**src/rtl/sd_cmd_sequencer_if.sv**
```systemverilog
// Control/register-side bundle of the sigma-delta command sequencer.
// Strobe semantics: there is no valid/ready backpressure on this bundle.
// wrEn, start and stop are single-cycle strobes sampled on the rising clk
// edge; the sequencer always accepts them. sdCmd, step, busy, done and
// runState are registered and change only just after that edge.
interface sd_cmd_sequencer_if #(
   parameter int WIDTH       = 4,
   parameter int DWELL_WIDTH = 16,
   parameter int AW          = 3
);
   logic                    wrEn;
   logic [AW-1:0]           wrAddr;
   logic signed [WIDTH-1:0] wrCmd;
   logic [DWELL_WIDTH-1:0]  wrDwell;
   logic [AW-1:0]           lastStep;
   logic                    loop;
   logic                    start;
   logic                    stop;
   logic signed [WIDTH-1:0] sdCmd;
   logic [AW-1:0]           step;
   logic                    busy;
   logic                    done;
   logic                    runState;   // debug view of the FSM: 1 = RUN

   modport master (
      output wrEn, wrAddr, wrCmd, wrDwell, lastStep, loop, start, stop,
      input  sdCmd, step, busy, done, runState
   );

   modport slave (
      input  wrEn, wrAddr, wrCmd, wrDwell, lastStep, loop, start, stop,
      output sdCmd, step, busy, done, runState
   );
endinterface

```
**src/rtl/sd_cmd_sequencer.sv**
```systemverilog
// Programmable {command, dwell} table player that drives the signed input
// word of one sdDac. Dwell counting advances only on en-high cycles, so an
// entry with dwell D is presented for D+1 sigma-delta cycles.
module sd_cmd_sequencer #(
   parameter int WIDTH       = 4,
   parameter int DEPTH       = 8,
   parameter int DWELL_WIDTH = 16,
   parameter int AW          = 3
) (
   input  logic clk,
   input  logic rst,
   input  logic en,
   sd_cmd_sequencer_if.slave bus
);
   typedef enum logic {IDLE = 1'b0, RUN = 1'b1} state_t;

   localparam logic signed [WIDTH-1:0] PARK  = {1'b1, {(WIDTH-1){1'b0}}};
   localparam logic [DWELL_WIDTH-1:0]  ONE_D = 1;
   localparam logic [AW-1:0]           ONE_S = 1;

   logic signed [WIDTH-1:0] cmdMem   [DEPTH];
   logic [DWELL_WIDTH-1:0]  dwellMem [DEPTH];

   state_t                  state, stateNxt;
   logic [DWELL_WIDTH-1:0]  dwellCnt, dwellCntNxt;
   logic [AW-1:0]           stepR, stepNxt, lastL, lastNxt;
   logic                    loopL, loopNxt;
   logic signed [WIDTH-1:0] cmdR, cmdNxt;
   logic                    doneR, doneNxt;
   logic [AW-1:0]           stepInc;
   logic                    startOk;
   logic                    entryEnd;
   logic                    lastEntry;

   assign stepInc   = stepR + ONE_S;
   assign startOk   = bus.start && !bus.stop;
   assign entryEnd  = en && (dwellCnt == '0);
   assign lastEntry = (stepR == lastL);

   // Table storage: written in any state and never cleared by rst; a reload
   // on the same edge as a write sees the pre-write contents.
   always_ff @(posedge clk) begin
      if (bus.wrEn) begin
         cmdMem[bus.wrAddr]   <= bus.wrCmd;
         dwellMem[bus.wrAddr] <= bus.wrDwell;
      end
   end

   // State register.
   always_ff @(posedge clk) begin
      if (rst) state <= IDLE;
      else     state <= stateNxt;
   end

   // Next state: stop always wins; natural completion only without loop.
   always_comb begin
      stateNxt = state;
      case (state)
         IDLE: if (startOk) stateNxt = RUN;
         RUN: begin
            if (bus.stop)                          stateNxt = IDLE;
            else if (entryEnd && lastEntry && !loopL) stateNxt = IDLE;
         end
         default: stateNxt = IDLE;
      endcase
   end

   // Datapath next values: entry load on start, dwell countdown, step
   // advance/wrap, park on abort, one-cycle done on natural completion.
   always_comb begin
      dwellCntNxt = dwellCnt;
      stepNxt     = stepR;
      cmdNxt      = cmdR;
      lastNxt     = lastL;
      loopNxt     = loopL;
      doneNxt     = 1'b0;
      case (state)
         IDLE: begin
            if (startOk) begin
               stepNxt     = '0;
               cmdNxt      = cmdMem[0];
               dwellCntNxt = dwellMem[0];
               lastNxt     = bus.lastStep;
               loopNxt     = bus.loop;
            end
         end
         RUN: begin
            if (bus.stop) begin
               cmdNxt = PARK;
            end else if (en) begin
               if (dwellCnt != '0) begin
                  dwellCntNxt = dwellCnt - ONE_D;
               end else if (!lastEntry) begin
                  stepNxt     = stepInc;
                  cmdNxt      = cmdMem[stepInc];
                  dwellCntNxt = dwellMem[stepInc];
               end else if (loopL) begin
                  stepNxt     = '0;
                  cmdNxt      = cmdMem[0];
                  dwellCntNxt = dwellMem[0];
               end else begin
                  doneNxt = 1'b1;
               end
            end
         end
         default: ;
      endcase
   end

   // Datapath registers.
   always_ff @(posedge clk) begin
      if (rst) begin
         dwellCnt <= '0;
         stepR    <= '0;
         cmdR     <= PARK;
         lastL    <= '0;
         loopL    <= 1'b0;
         doneR    <= 1'b0;
      end else begin
         dwellCnt <= dwellCntNxt;
         stepR    <= stepNxt;
         cmdR     <= cmdNxt;
         lastL    <= lastNxt;
         loopL    <= loopNxt;
         doneR    <= doneNxt;
      end
   end

   assign bus.sdCmd    = cmdR;
   assign bus.step     = stepR;
   assign bus.busy     = (state == RUN);
   assign bus.done     = doneR;
   assign bus.runState = (state == RUN);
endmodule

```
**src/flat_wrapper.sv**
```systemverilog
// flat-port wrapper written by rule: the top's interface ports become plain ports
module sd_cmd_sequencer_flat 
#(
   parameter int WIDTH       = 4,
   parameter int DEPTH       = 8,
   parameter int DWELL_WIDTH = 16,
   parameter int AW          = 3
)
  (clk, rst, en, bus_wrEn, bus_wrAddr, bus_wrCmd, bus_wrDwell, bus_lastStep, bus_loop, bus_start, bus_stop, bus_sdCmd, bus_step, bus_busy, bus_done, bus_runState);
  sd_cmd_sequencer_if #(.WIDTH(WIDTH), .DWELL_WIDTH(DWELL_WIDTH), .AW(AW)) bus_i ();
  input  logic clk;
  input  logic rst;
  input  logic en;
  input wire logic [$bits(bus_i.wrEn)-1:0] bus_wrEn;
  input wire logic [$bits(bus_i.wrAddr)-1:0] bus_wrAddr;
  input wire logic [$bits(bus_i.wrCmd)-1:0] bus_wrCmd;
  input wire logic [$bits(bus_i.wrDwell)-1:0] bus_wrDwell;
  input wire logic [$bits(bus_i.lastStep)-1:0] bus_lastStep;
  input wire logic [$bits(bus_i.loop)-1:0] bus_loop;
  input wire logic [$bits(bus_i.start)-1:0] bus_start;
  input wire logic [$bits(bus_i.stop)-1:0] bus_stop;
  output wire logic [$bits(bus_i.sdCmd)-1:0] bus_sdCmd;
  output wire logic [$bits(bus_i.step)-1:0] bus_step;
  output wire logic [$bits(bus_i.busy)-1:0] bus_busy;
  output wire logic [$bits(bus_i.done)-1:0] bus_done;
  output wire logic [$bits(bus_i.runState)-1:0] bus_runState;
  assign bus_i.wrEn = bus_wrEn;
  assign bus_i.wrAddr = bus_wrAddr;
  assign bus_i.wrCmd = bus_wrCmd;
  assign bus_i.wrDwell = bus_wrDwell;
  assign bus_i.lastStep = bus_lastStep;
  assign bus_i.loop = bus_loop;
  assign bus_i.start = bus_start;
  assign bus_i.stop = bus_stop;
  assign bus_sdCmd = bus_i.sdCmd;
  assign bus_step = bus_i.step;
  assign bus_busy = bus_i.busy;
  assign bus_done = bus_i.done;
  assign bus_runState = bus_i.runState;
  sd_cmd_sequencer #(.WIDTH(WIDTH), .DEPTH(DEPTH), .DWELL_WIDTH(DWELL_WIDTH), .AW(AW)) u_core (.clk(clk), .rst(rst), .en(en), .bus(bus_i));
endmodule
```
**config.mk**
```make
export PLATFORM = sky130hd
export DESIGN_NAME = sd_cmd_sequencer_flat
export DESIGN_NICKNAME = d
export VERILOG_FILES = /design/src/rtl/sd_cmd_sequencer_if.sv /design/src/rtl/sd_cmd_sequencer.sv /design/src/flat_wrapper.sv
export SDC_FILE = /design/constraint.sdc
export NUM_CORES = 1
export LEC_CHECK = 0
export CAP_MARGIN = 20
export CORE_UTILIZATION = 53
export CTS_BUF_LIST = sky130_fd_sc_hd__clkbuf_8
export CTS_CLUSTER_SIZE = 14
export DETAILED_ROUTE_END_ITERATION = 16
export DONT_BUFFER_PORTS = 1
export PLACE_DENSITY = 0.64
export REMOVE_ABC_BUFFERS = 1
export SLEW_MARGIN = 5
export SYNTH_ARGS = -nofsm -noshare
export SYNTH_HDL_FRONTEND = slang
export SYNTH_SLANG_ARGS = --single-unit
```
**constraint.sdc**
```tcl
create_clock -name clk -period 6.7 [get_ports clk]
set_input_delay 0.67 -clock clk [delete_from_list [all_inputs] [get_ports clk]]
set_output_delay 0.67 -clock clk [all_outputs]
set_load 0.02 [all_outputs]
```
# Yosys cells after proc, flatten, opt, wreduce, memory -nomap -nowiden
# Memories as Yosys holds them, arrays and structs flattened.
# Index checks and enable logic that the tools add are counted.
classes:
  n_bitwise: 3
  addsub: 2
  n_eq_ne: 10
  n_reduce_logical: 13
  mux: 28
op_table:
  columns: ["op", "n"]
  rows:
  - ["16-bit two-way mux", 6]
  - ["16-bit case mux with 2 select lines", 1]
  - ["4-bit two-way mux", 6]
  - ["3-bit two-way mux", 6]
  - ["16-bit zero test", 1]
  - ["16-bit nonzero test", 1]
  - ["16-bit by 1-bit subtractor with 16-bit output, second input constant", 1]
  - ["3-bit != test, second input constant", 3]
  - ["4-bit != test, second input constant", 2]
  - ["4-bit case mux with 2 select lines", 1]
  - ["4-bit AND reduction", 2]
  - ["1-bit two-way mux", 6]
  - ["2-bit != test, second input constant", 3]
  - ["3-bit case mux with 2 select lines", 1]
  - ["6-bit OR reduction", 1]
  - ["5-bit AND reduction", 1]
  - ["1-bit logical AND", 4]
  - ["3-bit by 1-bit adder with 3-bit output, second input constant", 1]
  - ["3-bit equality test", 1]
  - ["1-bit inverter", 3]
  - ["1-bit zero test", 2]
  - ["2-bit by 1-bit != test with 1-bit output, second input constant", 1]
  - ["1-bit case mux with 2 select lines", 1]
  - ["2-bit AND reduction", 1]
totals:
  word_cells: 65
  output_inout_bits: 10
  register_bits: 29
  ramBits: 160
  in_bits: 33
  memories: 2
memory_table:
  columns: ["memory", "depth", "word_bits", "rd", "rd_ports_with_merged_regs", "wr", "line_no", "source"]
  rows:
  - ["u_core.dwellMem", 8, 16, 2, 0, 1, "sd_cmd_sequencer.sv:22", "logic [DWELL_WIDTH-1:0] dwellMem [DEPTH];"]
  - ["u_core.cmdMem", 8, 4, 2, 0, 1, "sd_cmd_sequencer.sv:21", "logic signed [WIDTH-1:0] cmdMem [DEPTH];"]

# Logic depth before layout (Yosys ltp)
# Gate-level depths: netlist of the first run.
depth:
  ltp_word: 7
  depth_mapped: 10

# Worst setup path before layout of the first run
# No wires, ideal clock.
synth_timing:
  path_kind: "register to register"
  startpoint: "register u_core.stepR[1], in the netlist u_core.bus.step[1]"
  endpoint: "register u_core.dwellCnt[13]"
  synth_period_minus_slack_ns: 2.967
  t_arrival_ns: 2.836
  path_stages_with_launch: 9
  path_slack_ns: 3.733
  cell_sequence: "dfxtp_1 > ha_1 > clkbuf_1 > buf_1 > clkbuf_1 > mux4_2 > mux2_2 > a221oi_1 > o22ai_1"
synth_via:
  elab_chain_cells: 7
synth_rtl:
  columns: ["element", "line_no", "source"]
  rows:
  - ["start, declared", "sd_cmd_sequencer.sv:26", "logic [AW-1:0] stepR, stepNxt, lastL, lastNxt;"]
  - ["start signal, assigned", "sd_cmd_sequencer.sv:121", "stepR <= stepNxt;"]
  - ["3-bit by 1-bit adder with 3-bit output", "sd_cmd_sequencer.sv:35", "assign stepInc = stepR + ONE_S;"]
  - ["memory 8 x 16 bit", null, null]
  - ["16-bit two-way mux", "sd_cmd_sequencer.sv:93", "end else if (!lastEntry) begin"]
  - ["16-bit two-way mux", "sd_cmd_sequencer.sv:91", "if (dwellCnt != '0) begin"]
  - ["16-bit two-way mux", "sd_cmd_sequencer.sv:90", "end else if (en) begin"]
  - ["16-bit two-way mux", "sd_cmd_sequencer.sv:88", "if (bus.stop) begin"]
  - ["16-bit case mux with 2 select lines", "sd_cmd_sequencer.sv:77", "case (state)"]
  - ["end signal, assigned", "sd_cmd_sequencer.sv:120", "dwellCnt <= dwellCntNxt;"]
  - ["end, declared", "sd_cmd_sequencer.sv:25", "logic [DWELL_WIDTH-1:0] dwellCnt, dwellCntNxt;"]
# Parallel ways exist; a longest one is shown, timed or not. The select of a mux whose other input is x is not followed.
# A chain may end at the register's enable or synchronous reset.

# Worst setup path after layout of the first run
layout_timing:
  startpoint: "register u_core.stepR[0], in the netlist u_core.bus.step[0]"
  endpoint: "register u_core.dwellCnt[1]"
# Same word-level chain as after synthesis.

==> impl_metrics.env, run 1 <==
export IMPL_regToRegSetupSlack_ns=3.34
export IMPL_postSynth_topFlopCell="sky130_fd_sc_hd__edfxtp_1"
export IMPL_worstMarginPinSlew_ns=1.05
export IMPL_worstHoldPathCells=1
export IMPL_clk_insertion_delay_late_ns=0.47
export IMPL_cp_capture_type="flop"
export IMPL_synth_warn=0
export IMPL_clock_fmax_mhz=298
export IMPL_worst_r2r_startpoint="u_core.bus.step[0]"
export IMPL_cts_htree_levels=4
export IMPL_floorplan_rows=44
export IMPL_synth_top_family_by_area="multiplexers"
export IMPL_diodes=0
export IMPL_critPathLaunchType="flop"
export IMPL_tritoncts_clock_tree="done"
export IMPL_grtUsageTotal_pct=21.9
export IMPL_grt_first_pass_wirelength_mm=25.2
export IMPL_crit_path_top_delay_cell="sky130_fd_sc_hd__ha_2"
export IMPL_post_synthesis_cell_count=490
export IMPL_cts_repair_resize_count=0
export IMPL_drcViolationCount=0
export IMPL_multi_input_area_mm2=0.00247
export IMPL_crit_buf_inv=2
export IMPL_cts_reportedPaths_clkPinSlew_ns=0.11
export IMPL_slowest_delay_ns=0.60
export IMPL_cts_root_buf="sky130_fd_sc_hd__clkbuf_8"
export IMPL_synthDistinctLibCells=58
export IMPL_fillerInstances=1078
export IMPL_synth_top_cells_by_area="sky130_fd_sc_hd__edfxtp_1, sky130_fd_sc_hd__mux4_2, sky130_fd_sc_hd__dfxtp_1, sky130_fd_sc_hd__mux2i_1, sky130_fd_sc_hd__nor2_1"
export IMPL_i_o_pin_count=43
export IMPL_final_instance_count_excl_fill=688
export IMPL_compound_gate_fraction_of_synth_area_pct=7.62
export IMPL_r2r_cells=7
export IMPL_holdWs_ns=0.256
export IMPL_cts_hold_buffers=0
export IMPL_finClkSkew_ns=0.0122
export IMPL_final_seq_area_mm2=0.00539
export IMPL_gr_total_overflow=0
export IMPL_leak_nw=2.70
export IMPL_syn_to_final_growth_pct=8.70
export IMPL_ir_worst_vdd_mv=0.161
export IMPL_synthArstFlopShare_pct=0
export IMPL_powerDensity_mw_per_mm2=274
export IMPL_drt_iter0_drc=389
export IMPL_setup_worst_path_class="flop to flop"
export IMPL_grt_start_max_net_pins=40
export IMPL_avgSynthCellArea_um2=16.3
export IMPL_viasPerCell=6.40
export IMPL_wire_per_inst_um=23.1
export IMPL_yosys_register_bits=189
export IMPL_synth_xor_area_share_pct=1.10
export IMPL_synth_yosys_seq_area_share_pct=67.5
export IMPL_setup_worst_path_start="u_core.bus.step[0]"
export IMPL_cpLargestDelayFamily="buffers and inverters"
export IMPL_port_buffer_count=0
export IMPL_yosys_area_share_simple_pct=6.73
export IMPL_cts_repair_timing_setup_buffer_count=0
export IMPL_synth_top_area_share_pct=60.2
export IMPL_post_route_min_period_ns=3.36
export IMPL_die_w_um=125
export IMPL_proportion_of_layout_cells_with_a_drive_suffix_above_1_pct=23.0
export IMPL_grt_antenna_before_repair=0
export IMPL_floorplan_core_area_mm2=0.0146
export IMPL_worst_min_delay_path_startpoint="rst"
export IMPL_place_ws_ns=3.29
export IMPL_yosys_area_share_adder_pct=0.470
export IMPL_floorplan_initialDensity_pct=54.7
export IMPL_finalSetupTns_ns=0
export IMPL_first_global_vias=4548
export IMPL_yosys_mux_area_fraction_pct=14.5
export IMPL_cp_cell_sequence="buf_4 > ha_2 > buf_4 > mux4_2 > mux2_2 > a211oi_1 > a211oi_1"
export IMPL_final_max_slew_viol_count=0
export IMPL_worstHoldEndpoint="u_core.dwellCnt[7]"
export IMPL_finalHoldViolCount=0
export IMPL_die_area_mm2=0.0155
export IMPL_vias=4405
export IMPL_min_delay_path_class="primary input to flop"
export IMPL_routabilityCongestion=0.842
export IMPL_slew_limit_headroom_pct=29.6
export IMPL_max_clock_path_buffers=2
export IMPL_path_max_fanout=39
export IMPL_wirelength_mm=15.9
export IMPL_layout_nets=527
export IMPL_outcome="finished clean"
export IMPL_die_h_um=125
export IMPL_worstReg2RegEnd="u_core.dwellCnt[1]"
export IMPL_cap_violations=0
export IMPL_data_required_time_of_the_critical_path_ns=7.01
export IMPL_crit_arrival_ns=3.67
export IMPL_dpl_cell_count=656
export IMPL_cts_buffers=17
export IMPL_synth_edff_count=160
export IMPL_timing_final_crit_share_pct=50.1
export IMPL_drt_antenna_violating_nets=0
export IMPL_synth_largest_area_cell="sky130_fd_sc_hd__edfxtp_1"
export IMPL_syn_cell_area_mm2=0.00798
export IMPL_setup_violations_final=0
export IMPL_numClockSinks=189
export IMPL_grt_setup_unrepaired="false"
export IMPL_post_route_worst_setup_slack_ns=3.34
export IMPL_hpwlAfterDp_mm=9.69
export IMPL_firstDrtPassIters=5
## state kept, by name, summed over array words and instances, names as in the netlist
register,flops
u_core.dwellMem,128
u_core.lastL,3
u_core.bus.step,3
u_core.cmdMem,32
u_core.bus.busy,1
u_core.dwellCnt,16
u_core.bus.sdCmd,4
u_core.loopL,1
u_core.bus.done,1
## synth_stat cells (all sizes together), types with 7 or more instances
master and instances:
edfxtp 160, mux4 38, dfxtp 29, nor2 28
nand2 21, mux2i 20, clkbuf 18, a21oi 15
buf 13, nor3 11, o21ai 10, a211oi 9
mux2 9, inv 7
## metal layers
layer  up-vias  global-route usage (%)  wire length [µm]
met5         -                       0                 0
met4         0                    5.95               202
met3        17                    5.11               830
met2       133                    35.6              7780
met1      2286                    29.7              7070
li1       1969                       -                 -
## per-stage QoR
step / power, mW / cell area, µm² / util [%]
floorplan: 1.50 / 7840 / -
global placement: 1.54 / 8210 / 56.3
detailed placement: 1.55 / 8210 / 56.3
CTS: 2.39 / 8670 / 59.5
global route: 2.46 / 8670 / 59.5
finish: 2.37 / 8670 / 59.5
## placed cells by master (no fill, tap or decap), drive strengths merged, types with 3 or more instances in the layout
cell type	n
a211o	5
a211oi	9
a21oi	15
a22oi	6
and3	4
buf	13
bufinv	4
clkbuf	17
clkinvlp	3
dfxtp	29
edfxtp	160
ha	3
inv	15
mux2	9
mux2i	20
mux4	38
nand2	21
nand2b	6
nand3b	4
nor2	28
nor2b	6
nor3	11
nor4	5
o211ai	3
o21ai	10
o22ai	6
o31ai	4
or3	4
or4	6
xnor2	4
xor2	6
## worst max path at each step
stage	endpoint	depth (start not counted)	slack [ns]
2_1_floorplan	u_core.dwellCnt[0]	6	1.94
6_report	u_core.dwellCnt[1]	7	3.34
3_5_place_dp	u_core.dwellCnt[1]	7	3.29
4_1_cts	u_core.dwellCnt[1]	7	3.26
3_3_place_gp	u_core.dwellCnt[1]	7	3.32
5_1_grt	u_core.dwellCnt[1]	7	3.03
## logic make-up after synthesis
kind of cell / after synthesis
flops: 189
fa+ha+maj: 3
mux: 67
buf+inv: 38
xor+xnor: 10
compound gates: 80
simple gates: 103
## final cells by class
| class | instances | share of cell area [%] |
|---|---|---|
| Inverter | 7 | 0.303 |
| Multi-Input combinational cell | 263 | 28.5 |
| Tap cell | 184 | 2.65 |
| Sequential cell | 189 | 62.1 |
| Clock buffer | 17 | 2.70 |
| Clock inverter | 15 | 2.60 |
| Timing Repair Buffer | 13 | 1.13 |
## worst register-to-register path, delay by kind of cell (launching register included)
family                   cells  cell delay [ns]
adder cells (fa/ha/maj)      1             0.62
flip-flops                   1             0.32
multiplexers                 2             0.87
buffers and inverters        2             1.08
AO/OA/AOI/OAI                2             0.32
## power breakdown
group / internal [mW] / total [mW] / leakage (nW) / switching (mW)
clock: 0.422 / 0.851 / 0.223 / 0.429
sequential: 1.32 / 1.34 / 1.69 / 0.0258
combinational: 0.0719 / 0.178 / 0.783 / 0.106
Note: power is estimated with default switching activity, not from simulation.
==> inputs of run 2 (changes only) <==
--- a/config.mk
+++ b/config.mk
@@ -11,7 +11,7 @@
 export CTS_CLUSTER_SIZE = 14
 export DETAILED_ROUTE_END_ITERATION = 16
 export DONT_BUFFER_PORTS = 1
-export PLACE_DENSITY = 0.64
+export PLACE_DENSITY = 0.67
 export REMOVE_ABC_BUFFERS = 1
 export SLEW_MARGIN = 5
 export SYNTH_ARGS = -nofsm -noshare
==> constraint.sdc (replaced) <==
create_clock -name clk -period 2.9 [get_ports clk]
set_input_delay 0.29 -clock clk [delete_from_list [all_inputs] [get_ports clk]]
set_output_delay 0.29 -clock clk [all_outputs]
set_load 0.02 [all_outputs]
==> run 2 against run 1 <==
Core utilization is 1.6 points higher. Clock power rose by 68%. Critical path depth fell by 2. Via count up 1.4%. Die area is the same. Sequential power is 130% higher. Cell count is 5.2% higher. Highest routed layer unchanged. Clock skew down 0.0055 ns. Count of clock-buffer cells in the layout unchanged.
==> impl_metrics.env, run 2 (synthesis gave the netlist of run 1 again) <==
export IMPL_setup_worst_path_class="flop to flop"
export IMPL_place_ws_ns=0.188
export IMPL_die_h_um=125
export IMPL_route_layer_met1_wl_mm=7.05
export IMPL_cts_hold_buffers=26
export IMPL_grtUsageTotal_pct=22.0
export IMPL_routabilityCongestion=0.868
export IMPL_proportion_of_layout_cells_with_a_drive_suffix_above_1_pct=22.4
export IMPL_port_buffer_count=0
export IMPL_path_max_fanout=12
export IMPL_largest_reg_flops=128
export IMPL_vias=4465
export IMPL_firstDrtPassIters=5
export IMPL_multi_input_area_mm2=0.00247
export IMPL_gr_total_overflow=0
export IMPL_layout_cells_most_common="sky130_fd_sc_hd__edfxtp_1"
export IMPL_power_share_sequential_pct=61.8
export IMPL_drcViolationCount=0
export IMPL_finalHoldViolCount=0
export IMPL_floorplan_initialDensity_pct=54.7
export IMPL_wirelength_mm=16.0
export IMPL_floorplan_rows=44
export IMPL_grt_first_pass_wirelength_mm=25.3
export IMPL_final_max_slew_viol_count=0
export IMPL_fillerInstances=1104
export IMPL_powerDensity_mw_per_mm2=565
export IMPL_grt_antenna_before_repair=0
export IMPL_worstMarginPinSlew_ns=0.791
export IMPL_i_o_pin_count=43
export IMPL_wire_per_inst_um=22.0
export IMPL_diodes=0
export IMPL_setup_violations_final=0
export IMPL_slew_limit_headroom_pct=47.1
export IMPL_syn_to_final_growth_pct=11.6
export IMPL_viasPerCell=6.17
export IMPL_power_frac_comb_pct=9.8
export IMPL_dr_max_layer_used="met4"
export IMPL_grt_start_max_net_pins=34
export IMPL_hpwlAfterDp_mm=9.42
export IMPL_largest_register="u_core.dwellMem"
export IMPL_power_switching_share_pct=23.9
export IMPL_worst_min_delay_path_startpoint="en"
export IMPL_placedInstanceArea_mm2=0.00832
export IMPL_cts_root_buf="sky130_fd_sc_hd__clkbuf_8"
export IMPL_stdcell_area_mm2=0.00891
export IMPL_drt_antenna_violating_nets=0
export IMPL_timing_final_crit_share_pct=93.8
export IMPL_final_seq_area_mm2=0.00539
export IMPL_cts_repair_timing_setup_buffer_count=0
export IMPL_cts_reportedPaths_clkPinSlew_ns=0.09
export IMPL_cap_violations=0
export IMPL_grt_setup_unrepaired="false"
export IMPL_cts_buffers=17
export IMPL_cts_repair_resize_count=0
export IMPL_tritoncts_clock_tree="done"
export IMPL_die_area_mm2=0.0155
export IMPL_internal_power_mw=3.83
export IMPL_biggestRegsByFlops="u_core.dwellMem (128), u_core.cmdMem (32), u_core.dwellCnt (16)"
export IMPL_crit_arrival_ns=3.10
export IMPL_drt_iter0_drc=263
export IMPL_power_share_clock_pct=28.4
export IMPL_first_global_vias=4649
export IMPL_setup_worst_path_start="u_core.dwellCnt[4]"
export IMPL_holdWs_ns=0.0298
export IMPL_switchingPower_mw=1.20
export IMPL_cts_htree_levels=4
export IMPL_layout_cells_most_common_list="sky130_fd_sc_hd__edfxtp_1, sky130_fd_sc_hd__mux4_2, sky130_fd_sc_hd__dfxtp_1"
export IMPL_wl_met2_mm=7.90
export IMPL_clk_insertion_delay_late_ns=0.46
export IMPL_post_route_min_period_ns=2.72
export IMPL_die_w_um=125
export IMPL_worst_r2r_startpoint="u_core.dwellCnt[4]"
export IMPL_numClockSinks=189
export IMPL_floorplan_core_area_mm2=0.0146
export IMPL_ir_worst_vdd_mv=0.317
export IMPL_max_clock_path_buffers=2
export IMPL_critPathLaunchType="flop"
export IMPL_finClkSkew_ns=0.00675
export IMPL_cp_capture_type="flop"
export IMPL_data_required_time_of_the_critical_path_ns=3.28
export IMPL_layout_nets=564
export IMPL_post_route_worst_setup_slack_ns=0.181
export IMPL_final_core_util_pct=61.1
export IMPL_leak_nw=2.81
export IMPL_route_met3_wl_um=736
export IMPL_min_delay_path_class="primary input to flop"
export IMPL_clock_fmax_mhz=368
export IMPL_outcome="finished clean"
==> run 2: cell types whose count changed in the layout (fill, tap and decap cells not counted), sizes merged <==
cell | previous run | this run
clkinv | 0 | 9
buf | 13 | 25
bufinv | 4 | 0
dlygate4sd3 | 0 | 25
inv | 15 | 9
==> run 2: cell type report <==
type,count,area share [%]
flip-flops and latches,189,60.5
multi-input cells,263,27.8
repair buffers,50,5.34
clock buffers,17,2.63
well taps,184,2.58
clock inverters,14,0.913
inverters,7,0.295
==> run 2: per-stage QoR <==
step / instances / setup TNS [ns] / total power [mW]
3_5_place_dp: 667 / 0 / 3.60
2_1_floorplan: 459 / -33.92 / 3.46
3_3_place_gp: 667 / 0 / 3.58
4_1_cts: 724 / 0 / 5.05
6_report: 724 / 0 / 5.03
5_1_grt: 724 / 0 / 5.22
==> run 2: layer usage <==
layer | track usage [%] | up-vias
met4 | 8.15 | 0
met1 | 30.3 | 2286
li1 | - | 2038
met5 | 0 | -
met2 | 35.3 | 122
met3 | 3.99 | 19
==> run 2: critical path, cell delays in order, from the launching register on <==
cell	delay [ns]
sky130_fd_sc_hd__dfxtp_1	0.36
sky130_fd_sc_hd__or4_1	0.71
sky130_fd_sc_hd__or4_4	0.64
sky130_fd_sc_hd__o41a_1	0.51
sky130_fd_sc_hd__o221a_2	0.20
sky130_fd_sc_hd__a211oi_1	0.21
==> run 2: power by group through the flow <==
stage,sequential (mW),combinational (mW),clock (mW)
after floorplan,3.16,0.308,0
after global placement,3.16,0.419,0
after detailed placement,3.17,0.427,0
after CTS,3.11,0.492,1.46
after global routing,3.12,0.545,1.56
final,3.11,0.494,1.43
==> run 2: worst paths after layout <==
| path | endpoint | slack (ns) | depth (start not counted) |
|---|---|---|---|
| worst min-delay path | u_core.bus.done | 0.03 | 2 |
| worst max register to register | u_core.dwellCnt[11] | 0.18 | 5 |
| worst min register to register | u_core.dwellCnt[12] | 0.51 | 2 |
| worst max-delay path | u_core.dwellCnt[11] | 0.18 | 5 |
==> patch (settings of run 2) <==
Reset style: asynchronous (`rst`), changed in 2 clocked blocks.
--- a/src/rtl/sd_cmd_sequencer.sv
+++ b/src/rtl/sd_cmd_sequencer.sv
@@ -47,7 +47,7 @@
    end
 
    // State register.
-   always_ff @(posedge clk) begin
+   always_ff @(posedge clk or posedge rst) begin
       if (rst) state <= IDLE;
       else     state <= stateNxt;
    end
@@ -108,7 +108,7 @@
    end
 
    // Datapath registers.
-   always_ff @(posedge clk) begin
+   always_ff @(posedge clk or posedge rst) begin
       if (rst) begin
          dwellCnt <= '0;
          stepR    <= '0;
Function: differs if rst is asserted again (counterexample within 4 cycles, from zero or initial values and one cycle with rst high); with rst held inactive, the same outputs for 4 cycles.
==> patch against run 2 <==
- sequential cell count unchanged
- global-route usage decreased by 0.37 points
- synthesized cell count down 3.3%
- via count is 3.0% lower
- synthesized area about the same
- first-iteration DRC count rose by 54%
- combinational power fell by 14%
- cell area increased by 1.5%
- setup slack better by 0.20 ns
- critical path depth grew 4
- die area about the same
- total power grew 7.3%
- routed wire length shrank 1.5%
==> patch: results (changes against run 2) <==
- Status: complete, no violations
- Leak Pwr: 0.00295 uW (+5.0%)
- Post-synth top cells: 160 x sky130_fd_sc_hd__edfxtp_1, 37 x sky130_fd_sc_hd__mux4_2, 31 x sky130_fd_sc_hd__o21ai_0
- Share of flip-flops with an asynchronous set or reset: 15.3% (+15 points)
- Max clock buf depth: 2 (unchanged)
- Primary FF master, synth: sky130_fd_sc_hd__edfxtp_1
- Met3 GRT Util: 4.73% (+0.73 points)
- Largest clock skew in the final design: 0.00831 ns (+0.00156 ns)
- Met1 demand-to-capacity share in global routing: 30.4% (+0.12 points)
- Worst-path fanout max: 11 (-1)
- Final non-filler cell total: 719 (-0.69%)
- Global-route met2 utilization: 33.8% (-1.5 points)
- Fraction of final layout cells sized beyond drive strength 1: 22.4% (+0.022 points)
- Source-to-sink clock delay at the later pin of the worst-skew pair: 0.46 ns (about the same)
- Per-cell via count in the routed design: 6.03 (-2.3%)
- Combinational share of power: 7.8% (-2.0 points)
- DP HPWL: 9510 um (+0.95%)
- Yosys cell types: 56 (-3.4%)
- Average routed wire per standard cell: 21.9 um (-0.81%)
- Worst IR drop on VDD: 0.441 mV (+39%)
- Highest-delay cell along the critical path: sky130_fd_sc_hd__dfrtp_1
- Sequential-to-total area share from yosys stat: 69.4% (+1.9 points)
- CP arrival: 2.90 ns (-0.20 ns)
- Delay of the slowest critical-path stage: 0.43 ns (-0.28 ns)
- Post-Place Cell Area: 8350 sq um (+0.39%)
- Worst hold slack across all endpoints: 0.159 ns (+0.130 ns)
- DR pass1 iterations: 4 (-1)
- Pin count of the biggest net entering global routing: 40 (+18%)
- Number of global-route vias before repair: 4400 (-5.4%)
- Setup slack, reg-to-reg: 0.38 ns (+0.20 ns)
- Power share of the sequential group: 59.9% (-1.9 points)
- Cell count after synthesis: 474 (-3.3%)
- Leading registers by flop count: u_core.dwellMem x128, u_core.cmdMem x32, u_core.dwellCnt x16
- Final-stage net count: 558 (-1.1%)
- GRT Total Usage: 21.6% (-0.37 points)
- Placer's final routability congestion estimate: 0.799 (-7.9%)
- Area contributors post-synth: sky130_fd_sc_hd__edfxtp_1 60%, sky130_fd_sc_hd__mux4_2 10%, sky130_fd_sc_hd__dfrtp_1 8.8%
- Cell total after placement: 659 (-1.2%)
- Net switching power of the design: 1380 uW (+15%)
- DRT iter0 DRCs: 406 (+54%)
- Global-route wire length before repair: 24700 um (-2.7%)
- Worst slew pin tran: 0.964 ns (+0.173 ns)
[patch: logic make-up (layout without fill, tap and decap cells)]
family	after synthesis	after routing	share of synthesized area, %
compound gates	71	71	5.73
xor+xnor	8	8	0.879
fa+ha+maj	3	3	0.471
buf+inv	33	94	1.91
flops	189	189	69.4
mux	69	69	14.6
simple gates	101	101	7.01
[patch: repair_timing]
item / in CTS / in global routing
hold buffers: 28 / 0
hold endpoints to repair: 184 / 0
setup buffers: 0 / 0
setup endpoints to repair: 0 / 0
[patch: through the flow]
step	total power, uW	setup slack (ns)
after CTS	5450	0.361
after floorplan	3530	-2.02
after global routing	5620	0.203
after global placement	3650	0.401
after detailed placement	3670	0.369
final	5400	0.380
[patch: worst min-delay path: stages]
cell	delay (ns)
sky130_fd_sc_hd__a31oi_4	0.16
sky130_fd_sc_hd__nand2_1	0.08
sky130_fd_sc_hd__o31ai_1	0.06
[patch: path summary, 6_finish.rpt]
check,from,to,depth (start not counted)
setup / recovery,u_core.dwellCnt[0],u_core.dwellCnt[13],9
hold / removal,en,u_core.dwellCnt[15],3
setup reg to reg,u_core.dwellCnt[0],u_core.dwellCnt[13],9
hold reg to reg,u_core.lastL[2],u_core.lastL[2],1
max in group asynchronous,rst,u_core.dwellCnt[1],3
min in group asynchronous,rst,u_core.dwellCnt[10],2
[patch: layout make-up]
class | instances | area [sq um]
tap | 184 | 230
sequential | 189 | 5530
timing repair buffer | 52 | 498
fill | 1049 | 5550
clock buffer | 17 | 234
clock inverter | 15 | 174
multi-input combinational | 252 | 2340
inverter | 10 | 37.5
[patch: routing by layer]
layer	wire, um	vias up	part of all wire, %
li1	-	1986	-
met1	7040	2208	45
met2	7690	118	49
met3	720	20	4.6
met4	268	0	1.7
met5	0	-	0
